[config.mk]
export PLATFORM = sky130hd
export DESIGN_NAME = chk_fifo
export DESIGN_NICKNAME = d
export VERILOG_FILES = /design/src/rtl/chk_fifo.sv
export SDC_FILE = /design/constraint.sdc
export NUM_CORES = 1
export LEC_CHECK = 0
export ABC_AREA = 0
export CAP_MARGIN = 20
export CORE_ASPECT_RATIO = 0.5
export CORE_MARGIN = 1.5
export CORE_UTILIZATION = 56
export CTS_BUF_LIST = sky130_fd_sc_hd__clkbuf_16
export DETAILED_ROUTE_END_ITERATION = 16
export GPL_TIMING_DRIVEN = 0
export PLACE_DENSITY_LB_ADDON = 0.2
export SLEW_MARGIN = 20
export SYNTH_ARGS = -nofsm -noshare
export SYNTH_HDL_FRONTEND = slang
export SYNTH_SLANG_ARGS = --single-unit
[constraint.sdc]
create_clock -name clk -period 2 [get_ports clk]
set_input_delay 0.2 -clock clk [delete_from_list [all_inputs] [get_ports clk]]
set_output_delay 0.2 -clock clk [all_outputs]
set_load 0.005 [all_outputs]
[src/rtl/chk_fifo.sv]
// Synchronous FIFO holding queued expectations.
//   clk, reset : clock, synchronous active-high reset (pointers only)
//   push, din  : write din at the tail this cycle
//   pop        : advance the head this cycle
//   head       : combinational view of the oldest entry
//   full/empty : occupancy flags
// The caller only asserts push when there is room (or a pop frees the slot
// in the same cycle) and only asserts pop when not empty.
// Occupancy uses one extra pointer bit so full and empty are distinguishable
// when the index bits coincide; DEPTH must be a power of two.
module chk_fifo #(
  parameter int WIDTH = 8,
  parameter int DEPTH = 4
) (
  input  logic             clk,
  input  logic             reset,
  input  logic             push,
  input  logic [WIDTH-1:0] din,
  input  logic             pop,
  output logic [WIDTH-1:0] head,
  output logic             full,
  output logic             empty
);

  localparam int AW = $clog2(DEPTH);
  localparam logic [AW:0] PTR_ONE = (AW + 1)'(1);

  logic [AW:0]      wr_ptr;
  logic [AW:0]      rd_ptr;
  logic [WIDTH-1:0] mem [DEPTH];

  assign empty = (wr_ptr == rd_ptr);
  assign full  = (wr_ptr[AW] != rd_ptr[AW]) && (wr_ptr[AW-1:0] == rd_ptr[AW-1:0]);
  assign head  = mem[rd_ptr[AW-1:0]];

  always_ff @(posedge clk) begin
    if (reset) begin
      wr_ptr <= '0;
      rd_ptr <= '0;
    end else begin
      if (push) wr_ptr <= wr_ptr + PTR_ONE;
      if (pop)  rd_ptr <= rd_ptr + PTR_ONE;
    end
  end

  // Storage needs no reset: an entry is only visible after it was written.
  always_ff @(posedge clk) begin
    if (push) mem[wr_ptr[AW-1:0]] <= din;
  end

endmodule

# Word-level counts from Yosys, hierarchy flattened
# Memory sizes are Yosys's and may differ from the RTL's. A register that Yosys moved wholly into a read port is not among the register bits.
# Cells that the tools add are included.
[op_classes]
n_addsub = 2
n_eq_ne = 3
mux = 4
n_reduce_logical = 1
[op_table]
columns = ["cell", "count"]
rows = [
  ["$add 3x1->3 const B", 2],
  ["$mux 2", 2],
  ["$eq 3x3->1", 1],
  ["$eq 2x2->1", 1],
  ["$mux 1", 2],
  ["$logic_and 1x1->1", 1],
  ["$ne 1x1->1", 1],
]
[word_totals]
regBits = 6
ram_bits = 32
input_bits = 12
output_inout_bits = 10
elab_cells = 13
n_memories = 1
[mem_list]
columns = ["name", "words", "word_bits", "read_ports", "rd_clocked_by_memory_dff", "write_ports", "line", "rtl"]
rows = [
  ["mem", 4, 8, 1, 1, 1, "30", "logic [WIDTH-1:0] mem [DEPTH];"],
]

# Depth between registers and ports, before layout
[logic_depth]
depth_word = 3
ltp_mapped = 4
mapped_depth_nobuf = 4

# Worst setup path after synthesis
# Ideal clock, no wire load.
[synth_timing]
path_kind = "reg2reg"
from = "register wr_ptr[0]"
to = "memory mem[3][0], enable pin"
setup_ns = 0.332
t_arrival_ns = 0.866
required_time_ns = 1.668
slack_ns = 0.802
path_stages_with_launch = 3
path_buffers = 0
synth_period_minus_slack_ns = 1.198
path_cell_list = "dfxtp_1 > ha_1 > and2_1"
[synth_lines]
columns = ["element", "line", "rtl"]
rows = [
  ["start, declared", "28", "logic [AW:0] wr_ptr;"],
  ["start signal, assigned", "41", "if (push) wr_ptr <= wr_ptr + PTR_ONE;"],
  ["end, declared", "30", ""],
]
# No word-level cell before the write port.

==> impl_metrics.env <==
export IMPL_start_util_pct=59.48
export IMPL_syn_cell_area_um2=1558
export IMPL_firstDrtPassIters=4
export IMPL_numPortBuffers=20
export IMPL_place_gp_congestion=0.6831
export IMPL_drive_gt1_share_pct=19.82
export IMPL_highest_layer="met4"
export IMPL_synthCells=82
export IMPL_hold_viol=0
export IMPL_ioPinCount=22
export IMPL_clock_sinks=40
export IMPL_crit_type="flip-flop to primary output"
export IMPL_nFillCells=156
export IMPL_cts_hold_buffers_added=0
export IMPL_yosysWarnings=0
export IMPL_rows=13
export IMPL_grt_first_pass_wirelength_mm=3.850
export IMPL_finalCritPeriodShare_pct=95.33
export IMPL_maxSlewViolCount=0
export IMPL_clockBufferDepth=2
export IMPL_grtUsageTotal_pct=19.14
export IMPL_grt_pass1_vias=765
export IMPL_clock_latency_ps=280
export IMPL_placed_cell_area_um2=1804
export IMPL_p_seq_share_pct=44.3
export IMPL_maxSlewHeadroom_pct=71.13
export IMPL_ctsHtreeMaxLevel=2
export IMPL_setup_viol_count_final=0
export IMPL_vdd_drop_max_mv=0.5415
export IMPL_synth_nets=99
export IMPL_stdcell_count=148
export IMPL_die_area_um2=3126
export IMPL_timing_fmax_ghz=0.5245
export IMPL_final_area_um2=2009
export IMPL_dp_hpwl_mm=1.708
export IMPL_ys_types=18
export IMPL_status="completed"
export IMPL_p_comb_share_pct=10.2
export IMPL_postRouteAntennaNets=0
export IMPL_area_growth_pct=29.00
export IMPL_synth_seq_cells=40
export IMPL_root_buffer="clkbuf_16"
export IMPL_hp_class="input port to flip-flop"
export IMPL_clkPwrFrac_pct=45.4
export IMPL_avgSynthCellArea_um2=19.00
export IMPL_wl_met1_mm=1.106
export IMPL_cts_inserted_buffers=5
export IMPL_route_met3_wl_um=127
export IMPL_clk_pin_slew_ps=50
export IMPL_synth_seq_area_share_pct=71.97
export IMPL_cts_tree="yes"
export IMPL_via_count=767
export IMPL_period_minus_slack_ps=1907
export IMPL_crit_path_max_fanout=8
export IMPL_p_sw_share_pct=17.81
export IMPL_core_area_um2=2619
export IMPL_arrival_ps=1710
export IMPL_die_y_um=40.30
export IMPL_fin_skew_ps=2.781
export IMPL_nets=128
export IMPL_wl_met2_mm=1.156
export IMPL_post_drt_wl_per_cell_um=16.41
export IMPL_route_detailed_drc=0
export IMPL_worst_slew_pin_slew_ps=433.0
export IMPL_finalSetupTns_ps=0
export IMPL_maxCapViolCount=0
export IMPL_place_inst=139
export IMPL_fp_dieW_um=77.59
export IMPL_grt_max_degree=13
export IMPL_diodes=0
export IMPL_multi_input_area_um2=407.9
export IMPL_routed_via_density=5.182
export IMPL_internal_power_w=0.001787
export IMPL_cp_start_kind="flip-flop"
export IMPL_drtIter0Drc=69
export IMPL_cp_required_ps=1800
export IMPL_seq_area_um2=1121
export IMPL_end_kind="primary output"
export IMPL_wl_mm=2.429
export IMPL_leakage_nw=0.7255
export IMPL_p_per_area_nw_per_um2=1082
export IMPL_p_switching_w=0.0003870
export IMPL_antenna_found_initial=0
export IMPL_grt_ovfl_total=0
[power by group through the flow]
stage          clock [W]  combinational, W  sequential (W)
6_report        0.000988          0.000222        0.000964
5_1_grt          0.00103          0.000246        0.000968
4_1_cts          0.00101          0.000223        0.000964
3_5_place_dp           0          0.000221        0.000981
3_3_place_gp           0          0.000211        0.000976
2_1_floorplan          0          0.000112        0.000974
[flip-flops by register name (all words and copies together) (netlist names), named ones only]
signal	flops
wr_ptr	3
rd_ptr	3
mem	32
[layer usage]
metal  global-route usage [%]  vias up
li1                         -      371
met1                    22.29      369
met2                    32.17       21
met3                    8.864        6
met4                    8.182        0
met5                        0        -
[final cells by class]
| type | instances | share of cell area, % |
|---|---|---|
| clock inverters | 2 | 2.989 |
| clock buffers | 5 | 6.227 |
| multi-input cells | 37 | 20.30 |
| inverters | 2 | 0.3736 |
| repair buffers | 22 | 10.96 |
| flip-flops and latches | 40 | 55.79 |
| well taps | 37 | 2.304 |
| plain buffers | 3 | 1.059 |
[per-stage QoR]
step           hold slack, ps  setup slack, ps  utilization, %  power (W)
6_report                262.3            93.45           76.73   0.002174
5_1_grt                 295.3           -2.970           76.73   0.002246
4_1_cts                 256.3            35.12           75.97   0.002193
3_5_place_dp            546.8            346.1           68.90   0.001202
3_3_place_gp            534.9            370.6           68.90   0.001187
2_1_floorplan           269.1            802.0               -   0.001086
[worst max-delay path: stages, from the launching register on]
cell	delay [ps]
dfxtp_1	320
buf_6	150
mux4_2	510
clkdlybuf4s50_1	450
[final timing paths]
kind | start | end | slack (ps) | cells past startpoint
worst max-delay path | flip-flop | head[6] | 90 | 3
worst min-delay path | push | wr_ptr[2]$_SDFFE_PP0P_ | 260 | 3
worst max register to register | wr_ptr[0]$_SDFFE_PP0P_ | mem[3][3]$_DFFE_PP_ | 580 | 2
worst min register to register | wr_ptr[2]$_SDFFE_PP0P_ | wr_ptr[2]$_SDFFE_PP0P_ | 560 | 2
[layout by cell type, fill, tap and decap left out]
master and n:
dlymetal6s2s_1 2, a21oi_1 2, nor2_1 5, dfxtp_1 8, inv_1 2, ha_1 5, a21bo_2 2, buf_4 2
clkbuf_16 5, xnor2_1 3, edfxtp_1 32, mux4_2 8, buf_2 1, nor3b_1 1, nand3b_1 2, mux2i_1 2
buf_6 1, clkbuf_2 1, nor3_1 1, and2_1 4, bufinv_16 2, clkdlybuf4s50_1 18, xor2_1 2
[synth_stat cells]
| library cell | n | share of area, % |
|---|---|---|
| edfxtp_1 | 32 | 62 |
| dfxtp_1 | 8 | 10 |
| mux4_2 | 8 | 12 |
| ha_1 | 5 | 4.0 |
| nor2_1 | 5 | 1.2 |
| and2_1 | 4 | 1.6 |
| xnor2_1 | 3 | 1.7 |
| a21bo_2 | 2 | 1.3 |
| a21oi_1 | 2 | 0.64 |
| inv_1 | 2 | 0.48 |
| mux2i_1 | 2 | 1.3 |
| nand3b_1 | 2 | 0.96 |
| xor2_1 | 2 | 1.1 |
| buf_2 | 1 | 0.32 |
| buf_6 | 1 | 0.72 |
| clkbuf_2 | 1 | 0.32 |
| nor3_1 | 1 | 0.32 |
| nor3b_1 | 1 | 0.48 |
[cells by family (layout without fill, tap and decap cells)]
group	Yosys count	count (layout)	synth area share (%)
xor gates and xnor gates	5	5	2.812
muxes	10	10	12.85
adders and majority gates	5	5	4.016
and+or+nand+nor	13	13	4.578
AOI/OAI and AO/OA	4	4	1.928
buffers and inverters	5	34	1.847
DFF	40	40	71.97
[repair_timing]
item	in CTS	in global routing
buffers inserted	0	2
setup endpoints to repair	0	5
gates resized for setup	0	2
No activity file was read; power rests on OpenSTA's default activity.
